--- config.mk ---
export PLATFORM = sky130hd
export DESIGN_NAME = flt2fix_converter
export DESIGN_NICKNAME = d
export VERILOG_FILES = /design/src/rtl/flt2fix_converter.sv
export SDC_FILE = /design/constraint.sdc
export NUM_CORES = 1
export LEC_CHECK = 0
export CAP_MARGIN = 20
export CORE_MARGIN = 4
export CORE_UTILIZATION = 30
export CTS_BUF_LIST = sky130_fd_sc_hd__clkbuf_4
export CTS_CLUSTER_DIAMETER = 80
export DETAILED_ROUTE_END_ITERATION = 7
export SLEW_MARGIN = 20
export SYNTH_ARGS = -nofsm -noshare
export SYNTH_HDL_FRONTEND = slang
export SYNTH_SLANG_ARGS = --single-unit
export TNS_END_PERCENT = 10
--- constraint.sdc ---
create_clock -name clk -period 2.4 [get_ports clk]
set_clock_uncertainty 0.1 [all_clocks]
set_input_delay 0.72 -clock clk [delete_from_list [all_inputs] [get_ports clk]]
set_output_delay 0.72 -clock clk [all_outputs]
set_load 0.02 [all_outputs]
--- src/rtl/flt2fix_converter.sv ---
// Iterative float16 (1.5.10) to signed fixed 8.8 converter with start/ack handshake.
// Define F2X_ROUND_EN for round-half-even; otherwise the magnitude is truncated toward zero.
module flt2fix_converter (
  input  logic        clk,
  input  logic        reset,
  input  logic        start,
  input  logic [15:0] flt_in,
  output logic [15:0] fix_out,
  output logic        ack,
  output logic        ovf,
  output logic        inx
);

  typedef enum logic [2:0] {
    S_IDLE,
    S_DECODE,
    S_SHIFT,
    S_ROUND,
    S_DONE
  } state_t;

  state_t      state;
  logic        start_q;
  logic [15:0] flt_q;
  logic [15:0] mag;
  logic [15:0] res;
  logic        guard;
  logic        sticky;
  logic        left;
  logic        res_ovf;
  logic        res_inx;
  logic [3:0]  cnt;

  logic        sgn;
  logic [4:0]  exp_f;
  logic [9:0]  man;
  logic [4:0]  rdiff;
  logic [4:0]  ldiff;
  logic [3:0]  n_dec;
  logic        round_up;
  logic [15:0] mag_rnd;
  logic [15:0] mag_signed;

  assign sgn   = flt_q[15];
  assign exp_f = flt_q[14:10];
  assign man   = flt_q[9:0];

  // Right shifts are capped at 12: beyond that every bit of M already lands in guard/sticky.
  always_comb begin
    rdiff = 5'd17 - exp_f;
    ldiff = exp_f - 5'd17;
    if (exp_f >= 5'd17)
      n_dec = ldiff[3:0];
    else if (exp_f <= 5'd5)
      n_dec = 4'd12;
    else
      n_dec = rdiff[3:0];
  end

  always_comb begin
`ifdef F2X_ROUND_EN
    round_up = guard & (sticky | mag[0]);
`else
    round_up = 1'b0;
`endif
    mag_rnd    = mag + {15'd0, round_up};
    mag_signed = sgn ? (16'd0 - mag_rnd) : mag_rnd;
  end

  always_ff @(posedge clk or negedge reset) begin
    if (!reset) begin
      state   <= S_IDLE;
      start_q <= 1'b0;
      flt_q   <= '0;
      mag     <= '0;
      res     <= '0;
      guard   <= 1'b0;
      sticky  <= 1'b0;
      left    <= 1'b0;
      res_ovf <= 1'b0;
      res_inx <= 1'b0;
      cnt     <= '0;
      fix_out <= '0;
      ack     <= 1'b0;
      ovf     <= 1'b0;
      inx     <= 1'b0;
    end else begin
      start_q <= start;
      ack     <= 1'b0;
      case (state)
        S_IDLE: begin
          if (start && !start_q) begin
            flt_q <= flt_in;
            state <= S_DECODE;
          end
        end
        S_DECODE: begin
          mag     <= {5'd0, 1'b1, man};
          guard   <= 1'b0;
          sticky  <= 1'b0;
          res     <= '0;
          res_ovf <= 1'b0;
          res_inx <= 1'b0;
          if (exp_f == 5'd0) begin
            res_inx <= (man != 10'd0);
            state   <= S_DONE;
          end else if (exp_f == 5'd31) begin
            res_ovf <= 1'b1;
            if (man == 10'd0)
              res <= sgn ? 16'h8000 : 16'h7FFF;
            else
              res_inx <= 1'b1;
            state <= S_DONE;
          end else if (exp_f >= 5'd22) begin
            // -32768 is the one magnitude >= 2^15 that is representable exactly.
            if (exp_f == 5'd22 && man == 10'd0 && sgn) begin
              res <= 16'h8000;
            end else begin
              res     <= sgn ? 16'h8000 : 16'h7FFF;
              res_ovf <= 1'b1;
            end
            state <= S_DONE;
          end else begin
            left  <= (exp_f >= 5'd17);
            cnt   <= n_dec;
            state <= (n_dec == 4'd0) ? S_ROUND : S_SHIFT;
          end
        end
        S_SHIFT: begin
          if (left) begin
            mag <= {mag[14:0], 1'b0};
          end else begin
            {mag, guard} <= {1'b0, mag};
            sticky       <= sticky | guard;
          end
          cnt <= cnt - 4'd1;
          if (cnt == 4'd1)
            state <= S_ROUND;
        end
        S_ROUND: begin
          res     <= mag_signed;
          res_inx <= guard | sticky;
          res_ovf <= 1'b0;
          state   <= S_DONE;
        end
        S_DONE: begin
          fix_out <= res;
          ovf     <= res_ovf;
          inx     <= res_inx;
          ack     <= 1'b1;
          state   <= S_IDLE;
        end
        default: state <= S_IDLE;
      endcase
    end
  end

endmodule
==> run summary <==
The ratio of total power to cell area is 1380 nW/µm², and the initial cell density of the core is 30.43%. Total count of max-transition violations in the final report: 0. The share of the Yosys chip area taken by registers is 47.58%. Ranked by instance count, the synthesized netlist is headed by dfrtp_1 (80), nand2_1 (36), mux2_2 (34). The H-tree depth was 3.

In this run, post-CTS hold repair placed 0 buffers. End of the worst register-to-register path: cnt[3]$_DFFE_PN0P_. The via-per-instance ratio came out at 4.976.

The logs give 1 for the number of antenna violations at the first check in global routing and 0.004067 W for the internal power of the cells. During placement, the flow inserted port buffers numbering 37. Counting every net in the synthesized netlist gives 430. Worst-margin pin slew: 588.5 ps.

Setup repair after global routing left no endpoint under its margin. Of the total power, the share spent switching nets is 41.45%. Summing all placed instances gives a cell area of 4857 µm².

The overall die height was 126.4 µm. In this run the worst path has a maximum fanout of 2. Yosys mapped a number of flops with a built-in enable equal to 0. The minimum setup slack among reg-to-reg paths is 180 ps, and the worst stage delay on the critical path is 600 ps. The tools report the via count of the first global-routing pass as 3,215. After detailed routing, the wire length on met1 is 4.376 mm.

The run finished with clean final reports. The horizontal die dimension works out to 126.4 µm. The fmax is 0.4489 GHz, and the core area is 13,830 µm².

Summed over all nets, the switching power comes to 0.002878 W. Walking the worst path, the cells encountered are clkdlybuf4s50_1. Once detailed placement completed, the half-perimeter wirelength came to 6.711 mm. The top cell type's share of synthesized area came out at 47.58%. The number of cells on the critical path came out at 1.

The number of max-cap violations was 0. TritonCTS built the clock tree. Cell taking the most area after synthesis: dfrtp_1. Broken down by cell family, the worst path's largest delay share belongs to buffers and inverters. The first global-routing pass estimated 15.82 mm of wire. Entering global routing, the biggest net connects 39 pins.

VDD sags by at most 0.0004556 V. Yosys printed 0 warnings. The clock-pin slew reported for the worst setup and hold paths after clock tree synthesis is 130 ps. Counting flops with an async set or reset pin after synthesis yields a share of 100.0%. Combinational logic burns 49.2% of the power. In the final routed layout, each cell accounts on average for 14.44 µm. The run gives 0 as the post-detailed-route count of antenna-violating nets. After layout, the worst setup slack is 172.1 ps.

The top metal layer carrying routed signals was met4. For this block, the routed nets add up to 9.053 mm of wire. The master cell of the clock root buffer was clkbuf_4. Signed area change from the synthesized netlist to the final layout: 19.57%. By area the synthesized netlist is led by dfrtp_1 (48%), mux2_2 (9.1%), a21oi_1 (3.9%).

The netlist uses 57 different library cells. The fraction of final layout cells sized beyond drive strength 1 was 18.39%; the number of nets in the finished design was 472. After detailed routing, the met3 layer carries 448 µm of wire. For this block, the initial DRC count from the detailed router was 202. After synthesis the cells add up to 4208 µm². The post-detailed-route DRC marker count is 0, and the number of buffers created by CTS is 9. Global routing finished with a remaining overflow of 0. Endpoint required time on the critical path: 1580 ps. The worst setup path is of the flop to output pin kind.

The run gives 80 as the number of clock sinks. The iteration count of the initial detailed-routing pass came out at 4. The reg-to-reg critical path startpoint was flt_q[11]$_DFFE_PN0P_. For the overall global routing resource usage, the log shows 12.18%. Wire length on met2: 4.040 mm. The number of setup buffers added after CTS was 0; the placement row count was 43. The most common cell in the synthesized netlist is dfrtp_1. STA classifies the critical path startpoint as a flop. The run gives 0 as the count of endpoints failing setup in the final report. For the die area, the log shows 15,980 µm². For this design the static power due to leakage is 2.069 nW.

The cell with the largest stage delay on the worst path was clkdlybuf4s50_1. The logs give 440 ps for the source-to-sink clock delay at the later pin of the worst-skew pair and 0 for the total count of hold-check failures in the final report. The final instance area was 5031 µm²; the sequential group share of total power was 38.0%.

The synthesized design contains 80 register bits. The final weighted congestion of routability-driven global placement was 0.8483; the total number of vias was 3,120. After synthesis, the mean cell area works out to 10.52 µm². Among all flip-flop cells after synthesis, the most frequent one is dfrtp_1.

The most critical setup path has its endpoint at fix_out[13]. The tools report the beginning of the critical path as fix_out[13]$_DFFE_PN0P_. Worst path buffer plus inverter count: 1.

For the critical path arrival, the log shows 1410 ps. Before CTS, the worst setup slack after placement is 58.24 ps. The tools report the proportion of power drawn by the clock network as 12.9%.

In the synthesized netlist, the number of instances is 400. The fraction of the cycle the final worst path needs was 92.83%; the clock tree buffer depth was 2. Nature of the critical path endpoint: an output pin.

Counting cells, the worst reg-to-reg path comes to 7. Counting I/O delays and the setup requirement, the final critical path takes 2228 ps. After routing, the total negative slack on setup checks comes to 0 ps. In this run the tightest slew margin relative to its limit is 60.76%. Worst hold path class: primary input to async pin.

Total I/O pin count: 38.
stage by stage:
stage / hold slack, ps / utilization, % / power (W) / cells
2_1_floorplan: 324.4 / - / 0.004964 / 400
3_3_place_gp: 351.8 / 35.13 / 0.005967 / 611
3_5_place_dp: 369.0 / 35.13 / 0.006090 / 611
4_1_cts: 117.9 / 36.27 / 0.007003 / 626
5_1_grt: 133.8 / 36.39 / 0.007558 / 627
6_report: 132.2 / 36.39 / 0.006945 / 627
metal layers:
metal / vias up / track usage (%)
met3: 16 / 3.284
met1: 1506 / 16.49
met2: 68 / 18.43
met5: - / 0
met4: 0 / 5.110
li1: 1530 / -
how the worst min path moves through the flow:
stage	cells past startpoint	to	startpoint
floorplan	0	ack$_DFF_PN0_	reset
global placement	2	res_ovf$_DFFE_PN0P_	res_ovf$_DFFE_PN0P_
detailed placement	2	res_ovf$_DFFE_PN0P_	res_ovf$_DFFE_PN0P_
CTS	1	mag[11]$_DFFE_PN0P_	reset
global route	1	flt_q[7]$_DFFE_PN0P_	reset
finish	1	mag[11]$_DFFE_PN0P_	reset
sequential cells by signal, summed over array words and instances (netlist names), 3 cells and up:
| register | cells |
|---|---|
| cnt | 4 |
| fix_out | 16 |
| flt_q | 16 |
| mag | 16 |
| res | 16 |
| state | 3 |
cells by family after synthesis:
kind of cell	share of synthesized area (%)
xor+xnor	3.122
fa+ha+maj	3.271
compound gates	15.82
simple gates	13.50
buf+inv	4.044
flops	47.58
mux	12.67
final cells by class:
class / instances / area [µm²]
Antenna cell: 1 / 2.502
Timing Repair Buffer: 56 / 535.5
Inverter: 13 / 48.80
Sequential cell: 80 / 2002
Multi-Input combinational cell: 282 / 2059
Clock buffer: 10 / 75.07
Clock inverter: 5 / 82.58
Fill cell: 1364 / 8796
Tap cell: 180 / 225.2
power by group through the flow:
stage / logic (W) / registers, W / clock network [W]
floorplan: 0.00239 / 0.00257 / 0
global placement: 0.00333 / 0.00263 / 0
detailed placement: 0.00343 / 0.00266 / 0
CTS: 0.00344 / 0.00263 / 0.000934
global route: 0.00382 / 0.00275 / 0.000993
finish: 0.00342 / 0.00264 / 0.000893
placed cells by master, fill, tap and decap left out, types with 6 or more instances in the layout:
cell type / netlist / routed
nand2_1: 36 / 36
dfrtp_1: 80 / 80
mux2_2: 34 / 34
a211oi_1: 8 / 8
xor2_1: 8 / 8
mux2i_1: 15 / 15
o21ai_0: 17 / 17
buf_4: 1 / 18
nor2b_1: 10 / 10
xnor2_1: 7 / 7
clkdlybuf4s50_1: 0 / 36
clkbuf_4: 0 / 10
ha_1: 11 / 11
nor2_1: 27 / 27
nand2b_1: 6 / 6
inv_1: 12 / 12
a21oi_1: 33 / 33
repair_timing:
action	in CTS	in global routing
endpoints found under the hold margin	0	0
gates resized for setup	0	2
setup endpoints to repair	0	4
No activity file was read; power rests on OpenSTA's default activity.
